`src/rtl/hazard_scoreboard.sv`:
```
// Pipeline hazard scoreboard: tracks outstanding long-latency writes and raises
// a combinational stall for load-use, RAW-on-pending, WAW and tracker-full cases.
module hazard_scoreboard #(
  parameter int MAX_PEND = 4
) (
  input  logic        clk_i,
  input  logic        rst_i,
  input  logic [4:0]  Rs1_i,
  input  logic [4:0]  Rs2_i,
  input  logic        Rs1Use_i,
  input  logic        Rs2Use_i,
  input  logic [4:0]  EXRd_i,
  input  logic        EXMemRead_i,
  input  logic        Issue_i,
  input  logic [4:0]  IssueRd_i,
  input  logic        Done_i,
  input  logic [4:0]  DoneRd_i,
  output logic        Stall_o,
  output logic [3:0]  PendCnt_o,
  output logic        Full_o,
  output logic        Err_o,
  output logic [15:0] StallCnt_o
);

  localparam logic [3:0] MAX_PEND_C = 4'(MAX_PEND);

  logic [31:0] pend_q, pend_d;
  logic [3:0]  cnt_q, cnt_d;
  logic        err_q, err_d;
  logic [15:0] stall_cnt_q, stall_cnt_d;

  logic full_s, done_valid_s, accept_s;
  logic load_use_s, raw1_s, raw2_s, waw_s, full_stall_s, stall_s;

  function automatic logic is_pend(input logic [31:0] vec, input logic [4:0] rd);
    is_pend = (rd != 5'd0) && vec[rd];
  endfunction

  assign full_s       = (cnt_q == MAX_PEND_C);
  assign done_valid_s = Done_i && is_pend(pend_q, DoneRd_i);

  assign load_use_s = EXMemRead_i && (EXRd_i != 5'd0) &&
                      ((Rs1Use_i && (Rs1_i == EXRd_i)) || (Rs2Use_i && (Rs2_i == EXRd_i)));

  // A source written back this very cycle is forwarded from WB, so it does not stall.
  assign raw1_s = Rs1Use_i && is_pend(pend_q, Rs1_i) && !(Done_i && (DoneRd_i == Rs1_i));
  assign raw2_s = Rs2Use_i && is_pend(pend_q, Rs2_i) && !(Done_i && (DoneRd_i == Rs2_i));
  assign waw_s  = Issue_i && is_pend(pend_q, IssueRd_i) && !(Done_i && (DoneRd_i == IssueRd_i));

  // Only a done that really frees a slot lets a full tracker take a new issue.
  assign full_stall_s = Issue_i && full_s && !done_valid_s;

  assign stall_s  = load_use_s || raw1_s || raw2_s || waw_s || full_stall_s;
  assign accept_s = Issue_i && !stall_s && (IssueRd_i != 5'd0);

  // Next-state computation for pending vector, counters and error flag.
  always_comb begin
    pend_d      = pend_q;
    cnt_d       = cnt_q;
    err_d       = err_q;
    stall_cnt_d = stall_cnt_q;

    // Clear before set so a same-register done plus issue leaves the bit set.
    if (done_valid_s) begin
      pend_d[DoneRd_i] = 1'b0;
    end else begin
      pend_d[DoneRd_i] = pend_q[DoneRd_i];
    end
    if (accept_s) begin
      pend_d[IssueRd_i] = 1'b1;
    end else begin
      pend_d[IssueRd_i] = pend_d[IssueRd_i];
    end
    pend_d[0] = 1'b0;

    case ({accept_s, done_valid_s})
      2'b10:   cnt_d = cnt_q + 4'd1;
      2'b01:   cnt_d = cnt_q - 4'd1;
      default: cnt_d = cnt_q;
    endcase

    if (Done_i && !done_valid_s) begin
      err_d = 1'b1;
    end else begin
      err_d = err_q;
    end

    if (stall_s && (stall_cnt_q != 16'hFFFF)) begin
      stall_cnt_d = stall_cnt_q + 16'd1;
    end else begin
      stall_cnt_d = stall_cnt_q;
    end
  end

  // State registers with asynchronous active-low clear.
  always_ff @(posedge clk_i or negedge rst_i) begin
    if (!rst_i) begin
      pend_q      <= 32'd0;
      cnt_q       <= 4'd0;
      err_q       <= 1'b0;
      stall_cnt_q <= 16'd0;
    end else begin
      pend_q      <= pend_d;
      cnt_q       <= cnt_d;
      err_q       <= err_d;
      stall_cnt_q <= stall_cnt_d;
    end
  end

  assign Stall_o    = stall_s;
  assign PendCnt_o  = cnt_q;
  assign Full_o     = full_s;
  assign Err_o      = err_q;
  assign StallCnt_o = stall_cnt_q;

endmodule

```
`config.mk`:
```
export PLATFORM = sky130hd
export DESIGN_NAME = hazard_scoreboard
export DESIGN_NICKNAME = d
export VERILOG_FILES = /design/src/rtl/hazard_scoreboard.sv
export SDC_FILE = /design/constraint.sdc
export NUM_CORES = 1
export LEC_CHECK = 0
export ABC_CLOCK_PERIOD_IN_PS = 8410
export CAP_MARGIN = 20
export CORE_MARGIN = 2
export CORE_UTILIZATION = 45
export DETAILED_ROUTE_END_ITERATION = 6
export GPL_TIMING_DRIVEN = 0
export PLACE_DENSITY = 0.63
export SYNTH_ARGS = -nofsm -noshare
export SYNTH_HDL_FRONTEND = slang
export SYNTH_SLANG_ARGS = --single-unit
```
`constraint.sdc`:
```
create_clock -name clk_i -period 8.41 [get_ports clk_i]
set_input_delay 1.2615 -clock clk_i [delete_from_list [all_inputs] [get_ports clk_i]]
set_output_delay 1.2615 -clock clk_i [all_outputs]
set_load 0.005 [all_outputs]
```
## After elaboration in Yosys (flattened, before gate mapping)

Cells that the tools add are included.
W data, S select, Z words.

| word-level totals | value |
|---|---|
| memories kept | 0 |
| output and inout bits | 23 |
| ROM bits | 0 |
| bits in registers | 52 |
| logic and storage cells | 86 |
| memory bits (writable) | 0 |
| bits in latches | 0 |

| operators by class | value |
|---|---|
| muxes and demuxes | 19 |
| shift operators | 0 |
| add/sub/neg operators | 3 |
| multipliers | 0 |
| magnitude comparators | 6 |
| divide/modulo/power cells | 0 |
| equal/unequal tests | 9 |
| bitwise logic cells | 3 |
| reductions and logical operators | 42 |

Operators by type and width:

| kind | number |
|---|---|
| $bwmux W32 | 2 |
| $mux W32 | 2 |
| $and A32 B32 Y32 | 1 |
| $not A32 Y32 | 1 |
| $or A32 B32 Y32 | 1 |
| $logic_and A1 B1 Y1 | 26 |
| $bmux W1 S5 | 5 |
| $eq A5 B5 Y1 | 5 |
| $reduce_bool A5 Y1 | 5 |
| $lt A5 B6 Y1 const B | 4 |
| $add A16 B1 Y16 const B | 1 |
| $ne A16 B16 Y1 const B | 1 |
| $demux W1 S5 | 2 |
| $ge A5 B1 Y1 const B | 2 |
| $pmux W4 S2 | 1 |
| $mux W1 | 7 |
| $logic_not A1 Y1 | 5 |
| $logic_or A1 B1 Y1 | 5 |
| $add A4 B1 Y4 const B | 1 |
| $eq A4 B3 Y1 const B | 1 |
| $sub A4 B1 Y4 const B | 1 |
| $eq A2 B1 Y1 const B | 1 |
| $eq A2 B2 Y1 const B | 1 |
| $reduce_bool A2 Y1 | 1 |

## Longest topological paths before layout

Gate-level depths: netlist of the first run.

| depth | value |
|---|---|
| depth in word-level cells | 14 |
| gate-level depth with buffers | 17 |

## Worst setup path after synthesis of the first run

No wires, ideal clock.

| timing | value |
|---|---|
| path kind | input-to-output |
| start point | input port Rs2_i[1] |
| end point | output port Stall_o |
| path slack | 3718 ps |
| required time | 7148 ps |
| arrival | 3430 ps |
| stages | 8 |
| cells stage by stage | buf_2 mux4_2 mux4_2 mux2i_1 o22ai_1 nor4_4 buf_2 inv_1 |

| on the way | value |
|---|---|
| word-level cells in the longest chain between the ends | 8 |
| elaborated cells between the ends (all ways) | 17 |

RTL lines:

| element | line | text |
|---|---|---|
| from (decl) | 9 | `input logic [4:0] Rs2_i,` |
| $bmux W1 S5 / $eq A5 B5 Y1 (equally long branches) | 36, 43 |  |
| $mux W1 (not written as such) / $logic_and A1 B1 Y1 (equally long branches) | 36, 43 |  |
| $logic_and A1 B1 Y1 / $logic_or A1 B1 Y1 (equally long branches) | 36, 43 |  |
| $logic_and A1 B1 Y1, on equally long branches | 47, 42 |  |
| $logic_and A1 B1 Y1 / $logic_or A1 B1 Y1 (equally long branches) | 47, 53 |  |
| $logic_or A1 B1 Y1 * (3 in series) | 53 | `assign stall_s = load_use_s \|\| raw1_s \|\| raw2_s \|\| waw_s \|\| full_stall_s;` |
| to (decl) | 18 | `output logic Stall_o,` |

Every way passes the cells marked *; elsewhere a longest branch is shown, timed or not. The select of a mux whose other input is x is not followed.

## Worst setup path in the final report of the first run

| timing | value |
|---|---|
| start point | input port DoneRd_i[2] |
| end point | output port Stall_o |

| on the way | value |
|---|---|
| word-level cells in the longest chain between the ends | 8 |
| elaborated cells between the ends (all ways) | 23 |

RTL lines:

| element | line | text |
|---|---|---|
| from (decl) | 17 | `input logic [4:0] DoneRd_i,` |
| parallel branches: the longest is 7 deep, another holds $bmux W1 S5 | n/a |  |
| $logic_or A1 B1 Y1 * | 53 |  |

Mark *: on every way between the ends. The select of a mux whose other input is x is not followed.

==> results of run 1 <==
flip-flops by register name, summed over array words and instances, names as in the netlist:
register,cells
pend_q,31
StallCnt_o,16
PendCnt_o,4
Err_o,1
critical path: cells and delay by family:
family,cells,cell delay (ps)
buffers and inverters,5,1650
AO/OA/AOI/OAI,3,1070
AND/OR/NAND/NOR,2,1140
synthesized netlist by cell type, types with 2 or more instances:
master     count  area (um2)
mux2i_1       27         270
dfrtp_1       52        1300
nor4b_1        6        52.6
inv_1          7        26.3
nand2_1       47         176
ha_1           4        50.1
buf_1          6        22.5
xnor2_1       18         158
nand4_1        7        43.8
or2_2          2        12.5
nor3_1        12        60.1
a21oi_1       19        95.1
o2111ai_1      3        26.3
xor2_1        26         228
o211ai_1       6        45.0
nor2b_1        4        25.0
clkbuf_1      27         101
o21ai_1        5        25.0
mux2_2         6        67.6
or3b_1         3        26.3
or3b_2         2        17.5
mux4_2        21         473
and3_1         2        12.5
o311ai_0       4        35.0
nand3_1       15        75.1
and2_1         3        18.8
a31oi_1       22         138
a41oi_1        6        52.6
nor4_1         5        31.3
a211oi_1       5        37.5
nor3b_1        4        30.0
nor2_1        55         206
nand3b_1       9        67.6
o31ai_1       24         180
a22oi_1        2        15.0
and3b_1        3        26.3
buf_2         12        60.1
o22ai_1       11        68.8
nand2b_1       8        50.1
a221oi_1       2        17.5
o21ai_0       41         205
final timing paths:
kind	startpoint	to	cells after the start
worst min-delay path	StallCnt_o[15]	StallCnt_o[15]	1
max in group asynchronous	rst_i	pend_q[22]	2
worst max-delay path	DoneRd_i[2]	Stall_o	10
min in group asynchronous	rst_i	pend_q[25]	1
worst max register to register	pend_q[25]	PendCnt_o[2]	14
worst min register to register	StallCnt_o[15]	StallCnt_o[15]	1
cell type report:
class,count,area share
well taps,136,0.0308
multi-input cells,457,0.594
clock buffers,5,0.0124
repair buffers,45,0.0819
plain buffers,45,0.0332
flip-flops and latches,52,0.235
clock inverters,3,0.00769
inverters,7,0.00475
cell families (layout without fill, tap and decap cells):
group / count (synthesis) / in the layout
AO/OA/AOI/OAI: 163 / 163
XOR/XNOR: 44 / 44
adder cells (fa/ha/maj): 4 / 4
buffers and inverters: 52 / 105
flip-flops: 52 / 52
multiplexers: 54 / 54
AND/OR/NAND/NOR: 192 / 192
layer usage:
layer | GRT usage | routed length, um | up-vias
met5 | 0 | 0 | -
met4 | 0.146 | 781 | 0
met3 | 0.0605 | 1710 | 55
met2 | 0.481 | 7630 | 333
met1 | 0.394 | 6830 | 2373
li1 | - | - | 2230
power breakdown:
group          switching, mW  total, mW  internal, mW
logic                  0.258      0.524         0.266
clock network         0.0908      0.179        0.0882
registers              0.137      0.462         0.325
total                  0.486       1.17         0.679
metrics by stage:
step | utilization | cell area, um2 | cells | hold slack [ps] | power, mW
3_5_place_dp | 0.524 | 5410 | 741 | 476 | 0.973
5_1_grt | 0.536 | 5530 | 750 | 536 | 1.24
3_3_place_gp | 0.523 | 5400 | 740 | 481 | 0.965
4_1_cts | 0.535 | 5530 | 749 | 501 | 1.16
6_report | 0.536 | 5530 | 750 | 498 | 1.17
2_1_floorplan | - | 4800 | 561 | 468 | 0.750
==> impl_metrics.tcl, run 1 <==
set metrics [dict create \
    ys_seq_elements 52 \
    die_w_um 107 \
    hold_viol_final 0 \
    clk_pin_slew_ps 100 \
    num_rows 37 \
    synthArstFlopShare 1.00 \
    multi_input_area_um2 3290 \
    post_cts_resized 0 \
    crit_type "in -> out" \
    synth-xor-area-share 0.0803 \
    io_buffer_count 43 \
    cts_buffers 5 \
    initial_core_util 0.465 \
    netlist_instances 561 \
    grt_max_degree 36 \
    vdd_drop_max_v 0.000144 \
    dp_hpwl_um 12500 \
    max_slew_margin 0.230 \
    layout.nets 649 \
    gr-total-overflow 0 \
    crit_fanout 10 \
    cts_max_level 2 \
    syn_nets 597 \
    cpMostUsedCell "clkdlybuf4s50_1" \
    drc 0 \
    cts_max_path_buffers 2 \
    r2r_slack_ps 4290 \
    rsz0062_at_grt "no" \
    final_cell_mix "55 x nor2_1, 52 x dfrtp_1, 47 x nand2_1, 42 x clkdlybuf4s50_1, 41 x o21ai_0" \
    tightest_slew_ps 1150 \
    die_area_um2 11500 \
    synth-compound-area-share 0.220 \
    final_common_cell "nor2_1" \
    path_cells "clkdlybuf4s50_1, buf_1, nor3_1, a311oi_1, o211ai_1, a21oi_1, nor4_4, buf_2, inv_1, clkdlybuf4s50_1" \
    slowest_delay_ps 610 \
    ys_warn_count 0 \
    areaGrowthSynthToFinish_pct 15.3 \
    synth.area.mux_share 0.169 \
    gp_congestion 1.02 \
    fin_skew_ps 13.0 \
    drt-initial-drc-count 529 \
    grt_pass1_vias 4787 \
    dr.pass1.iters 6 \
    synth_top_flop_cell "dfrtp_1" \
    slowest_stage "o211ai_1" \
    fin_setup_tns_ps 0 \
    via_count 4991 \
    sequential_cell_area_um2 1300 \
    netlist_area_um2 4800 \
    syn_avg_cell_area_um2 8.55 \
    drt-total-wl_um 16900 \
    via_per_inst 6.65 \
    cts_hold_buf 0 \
    drv_slew 0 \
    critical_path_required_ps 7150 \
    die_h_um 107 \
    cts_root_buffer "clkbuf_8" \
    track_usage 0.302 \
    core_um2 10300 \
    clkSinkCount 52 \
    ys_seq_area_frac 0.271 \
    min_period_ps 6400 \
    fillers 994 \
    finalCritPeriodShare 0.761 \
    hp-class "reg -> reg" \
    synth_fa_ha_area_frac 0.0104 \
    wire_per_inst_um 22.6 \
    grt_first_pass_wirelength_um 26600 \
    synth.distinct_cells 59 \
    crit_path_start_kind "input pin" \
    antenna_left 0 \
    io-pin-count 55 \
    p_leak_nw 2.05 \
    drv_cap 0 \
    cts_tree "built" \
    p_per_area_nw_per_um2 211 \
    setup_ws_ps 2010 \
    clkLatencyLatePin_ps 330 \
    post-cts-setup-buffer-count 0 \
    status "complete, no violations" \
    antenna_cells 0 \
    crit_arrival_ps 5140 \
    synthSimpleGateAreaFrac 0.205 \
    finalSetupViolations 0 \
    synth_edf_count 0 \
    dp_slack_ps 2110 \
    cp-end-kind "output pin" \
    drive_above_1_share 0.0896 \
    grt_antenna_before_repair 0 \
    clock.fmax_mhz 156 \
    synth_top_family_by_area "compound AO/OA/AOI/OAI gates" \
]
Note: power is estimated with default switching activity, not from simulation.
==> run 2: changes to the inputs <==
--- a/config.mk
+++ b/config.mk
@@ -5,7 +5,7 @@
 export SDC_FILE = /design/constraint.sdc
 export NUM_CORES = 1
 export LEC_CHECK = 0
-export ABC_CLOCK_PERIOD_IN_PS = 8410
+export ABC_CLOCK_PERIOD_IN_PS = 6000
 export CAP_MARGIN = 20
 export CORE_MARGIN = 2
 export CORE_UTILIZATION = 45
==> constraint.sdc (replaced) <==
create_clock -name clk_i -period 6 [get_ports clk_i]
set_input_delay 0.9 -clock clk_i [delete_from_list [all_inputs] [get_ports clk_i]]
set_output_delay 0.9 -clock clk_i [all_outputs]
set_load 0.005 [all_outputs]
==> results of run 2 <==
Same layout as run 1 (identical final DEF). Status: complete, no violations.
Main changes from that run: setup slack after placement 2110 ps -> 426 ps; setup slack after layout 2010 ps -> 325 ps; register-to-register setup slack 4290 ps -> 1880 ps; total power 1.17 mW -> 1.63 mW; worst IR drop on VDD 0.000144 V -> 0.000203 V
==> run 3: changes to the inputs <==
--- a/config.mk
+++ b/config.mk
@@ -9,6 +9,7 @@
 export CAP_MARGIN = 20
 export CORE_MARGIN = 2
 export CORE_UTILIZATION = 45
+export CTS_CLUSTER_DIAMETER = 120
 export DETAILED_ROUTE_END_ITERATION = 6
 export GPL_TIMING_DRIVEN = 0
 export PLACE_DENSITY = 0.63
==> results of run 3 <==
Same layout as run 1 (identical final DEF). Status: complete, no violations.
Main changes from that run: setup slack after placement 2110 ps -> 426 ps; setup slack after layout 2010 ps -> 325 ps; register-to-register setup slack 4290 ps -> 1880 ps; total power 1.17 mW -> 1.63 mW; worst IR drop on VDD 0.000144 V -> 0.000203 V
==> patch (config.mk and constraints of run 2) <==
Put one more register stage on the output `PendCnt_o`, with the module's reset. The value now appears one clock later. The other outputs are not delayed to match.
--- a/src/rtl/hazard_scoreboard.sv
+++ b/src/rtl/hazard_scoreboard.sv
@@ -108,7 +108,13 @@
   end
 
   assign Stall_o    = stall_s;
-  assign PendCnt_o  = cnt_q;
+  always_ff @(posedge clk_i or negedge rst_i) begin
+    if (!rst_i) begin
+      PendCnt_o <= '0;
+    end else begin
+      PendCnt_o <= cnt_q;
+    end
+  end
   assign Full_o     = full_s;
   assign Err_o      = err_q;
   assign StallCnt_o = stall_cnt_q;
Behaviour: not the same (a bounded check fails within 4 cycles, from zero or initial values and one cycle with rst_i low).
==> patch against run 2 <==
Worst setup slack improved by 0.14 ns. Synthesized area rose by 1.9%. Fmax rose by 2.5%. Cell area rose by 1.5%. Clock power fell by 12%. Hold slack got worse by 0.044 ns. Non-clock buffer count did not move. Routed wire length rose by 2.8%. Highest routed layer unchanged. Combinational power fell by 2%. Register-to-register slack got worse by 0.03 ns. Total power fell by 0.46%. Sequential cell count rose by 4.
==> patch: results (changes against run 2) <==
.. list-table::
   :header-rows: 1

   * - Metric
     - Value
   * - Result of the run
     - finished clean
   * - Endpoint arrival time on the critical path
     - 4.63 ns (-0.14 ns)
   * - DP Wirelength
     - 13000 µm (+3.9%)
   * - Delay contributed by the slowest stage of the critical path
     - 0.63 ns (+0.02 ns)
   * - Net Switching
     - 0.684 mW (+0.39%)
   * - Post-synthesis xor/xnor area fraction
     - 7.88% (-0.15 points)
   * - Via count of the first global-routing pass
     - 4800 (+0.27%)
   * - Worst clock skew on the final layout
     - 0.00945 ns (-0.00351 ns)
   * - Most frequent cells after synthesis
     - 56 x sky130_fd_sc_hd__dfrtp_1, 55 x sky130_fd_sc_hd__nor2_1, 46 x sky130_fd_sc_hd__nand2_1
   * - Cell count of the worst hold path
     - 0 (-1)
   * - Fillcell total
     - 1052 (+5.8%)
   * - Maximum vdd ir drop
     - 0.149 mV (-27%)
   * - Placer's final routability congestion estimate
     - 1.06 (+4.2%)
   * - Met1 capacity usage during global routing
     - 44.0% (+4.6 points)
   * - Clock network power consumption
     - 0.222 mW (-12%)
   * - Fraction of the mapped netlist area in adder cells
     - 1.02% (-0.020 points)
   * - WHS
     - 0.454 ns (-0.0438 ns)
   * - Total nets after synthesis
     - 600 (+0.50%)
   * - GR Layer Usage met2
     - 44.7% (-3.4 points)
   * - Maximum number of pins on one net before global-route repair
     - 30 (-17%)
   * - Mux cell area share after synthesis
     - 16.6% (-0.32 points)
   * - Total GRT Usage
     - 30.7% (+0.50 points)
   * - TritonRoute pass-1 iters
     - 5 (-1)
   * - Transition time at the pin with the least slew margin
     - 0.794 ns (-0.359 ns)
   * - Placed Instances
     - 748 (+0.94%)
   * - Post-synthesis compound-gate area fraction
     - 21.6% (-0.42 points)
   * - Met3 layer usage reported by global route
     - 6.45% (+0.40 points)
   * - Placement Cell Area
     - 0.00551 mm² (+1.8%)
   * - Worst slack, placed
     - 0.324 ns (-0.102 ns)
   * - Global-route wire length before repair
     - 27300 µm (+2.8%)
   * - Top cells by area in the synthesized netlist
     - sky130_fd_sc_hd__dfrtp_1 29%, sky130_fd_sc_hd__mux4_2 9.7%, sky130_fd_sc_hd__mux2i_1 5.5%
   * - Drt via density
     - 6.51 (-2.2%)
   * - Detailed router's first-iteration violation count
     - 469 (-11%)
   * - Fraction of layout instances using a drive strength above 1
     - 9.08% (+0.12 points)
   * - Worst R2R Start
     - pend_q[30]
-- patch: cell families (layout without fill, tap and decap cells) --
| group | Yosys count | in the layout |
|---|---|---|
| muxes | 54 | 54 |
| AOI/OAI and AO/OA | 163 | 163 |
| and+or+nand+nor | 192 | 192 |
| adders and majority gates | 4 | 4 |
| DFF | 56 | 56 |
| buffers and inverters | 51 | 104 |
| xor gates and xnor gates | 44 | 44 |
-- patch: area by class of cell --
| class | instances | area, µm² | share of cell area (%) |
|---|---|---|---|
| Multi-Input combinational cell | 457 | 3290 | 58.6 |
| Clock inverter | 3 | 22.5 | 0.401 |
| Clock buffer | 5 | 68.8 | 1.23 |
| Sequential cell | 56 | 1400 | 25.0 |
| Timing Repair Buffer | 45 | 453 | 8.07 |
| Tap cell | 140 | 175 | 3.12 |
| Inverter | 6 | 22.5 | 0.401 |
| Buffer | 45 | 184 | 3.28 |
-- patch: layer usage --
metal | vias up | share of wire (%)
li1 | 2238 | -
met1 | 2381 | 44
met2 | 258 | 43
met3 | 51 | 9.6
met4 | 0 | 3.8
met5 | - | 0
-- patch: how the worst max path moves through the flow --
| stage | startpoint | endpoint | slack [ns] | depth (start not counted) |
|---|---|---|---|---|
| 5_1_grt | DoneRd_i[2] | Stall_o | 0.22 | 10 |
| 2_1_floorplan | Rs2_i[1] | cnt_q[2] | 1.74 | 15 |
| 4_1_cts | DoneRd_i[2] | Stall_o | 0.32 | 10 |
| 3_3_place_gp | DoneRd_i[2] | Stall_o | 0.37 | 10 |
| 6_report | DoneRd_i[4] | Stall_o | 0.47 | 11 |
| 3_5_place_dp | DoneRd_i[2] | cnt_q[2] | 0.32 | 16 |
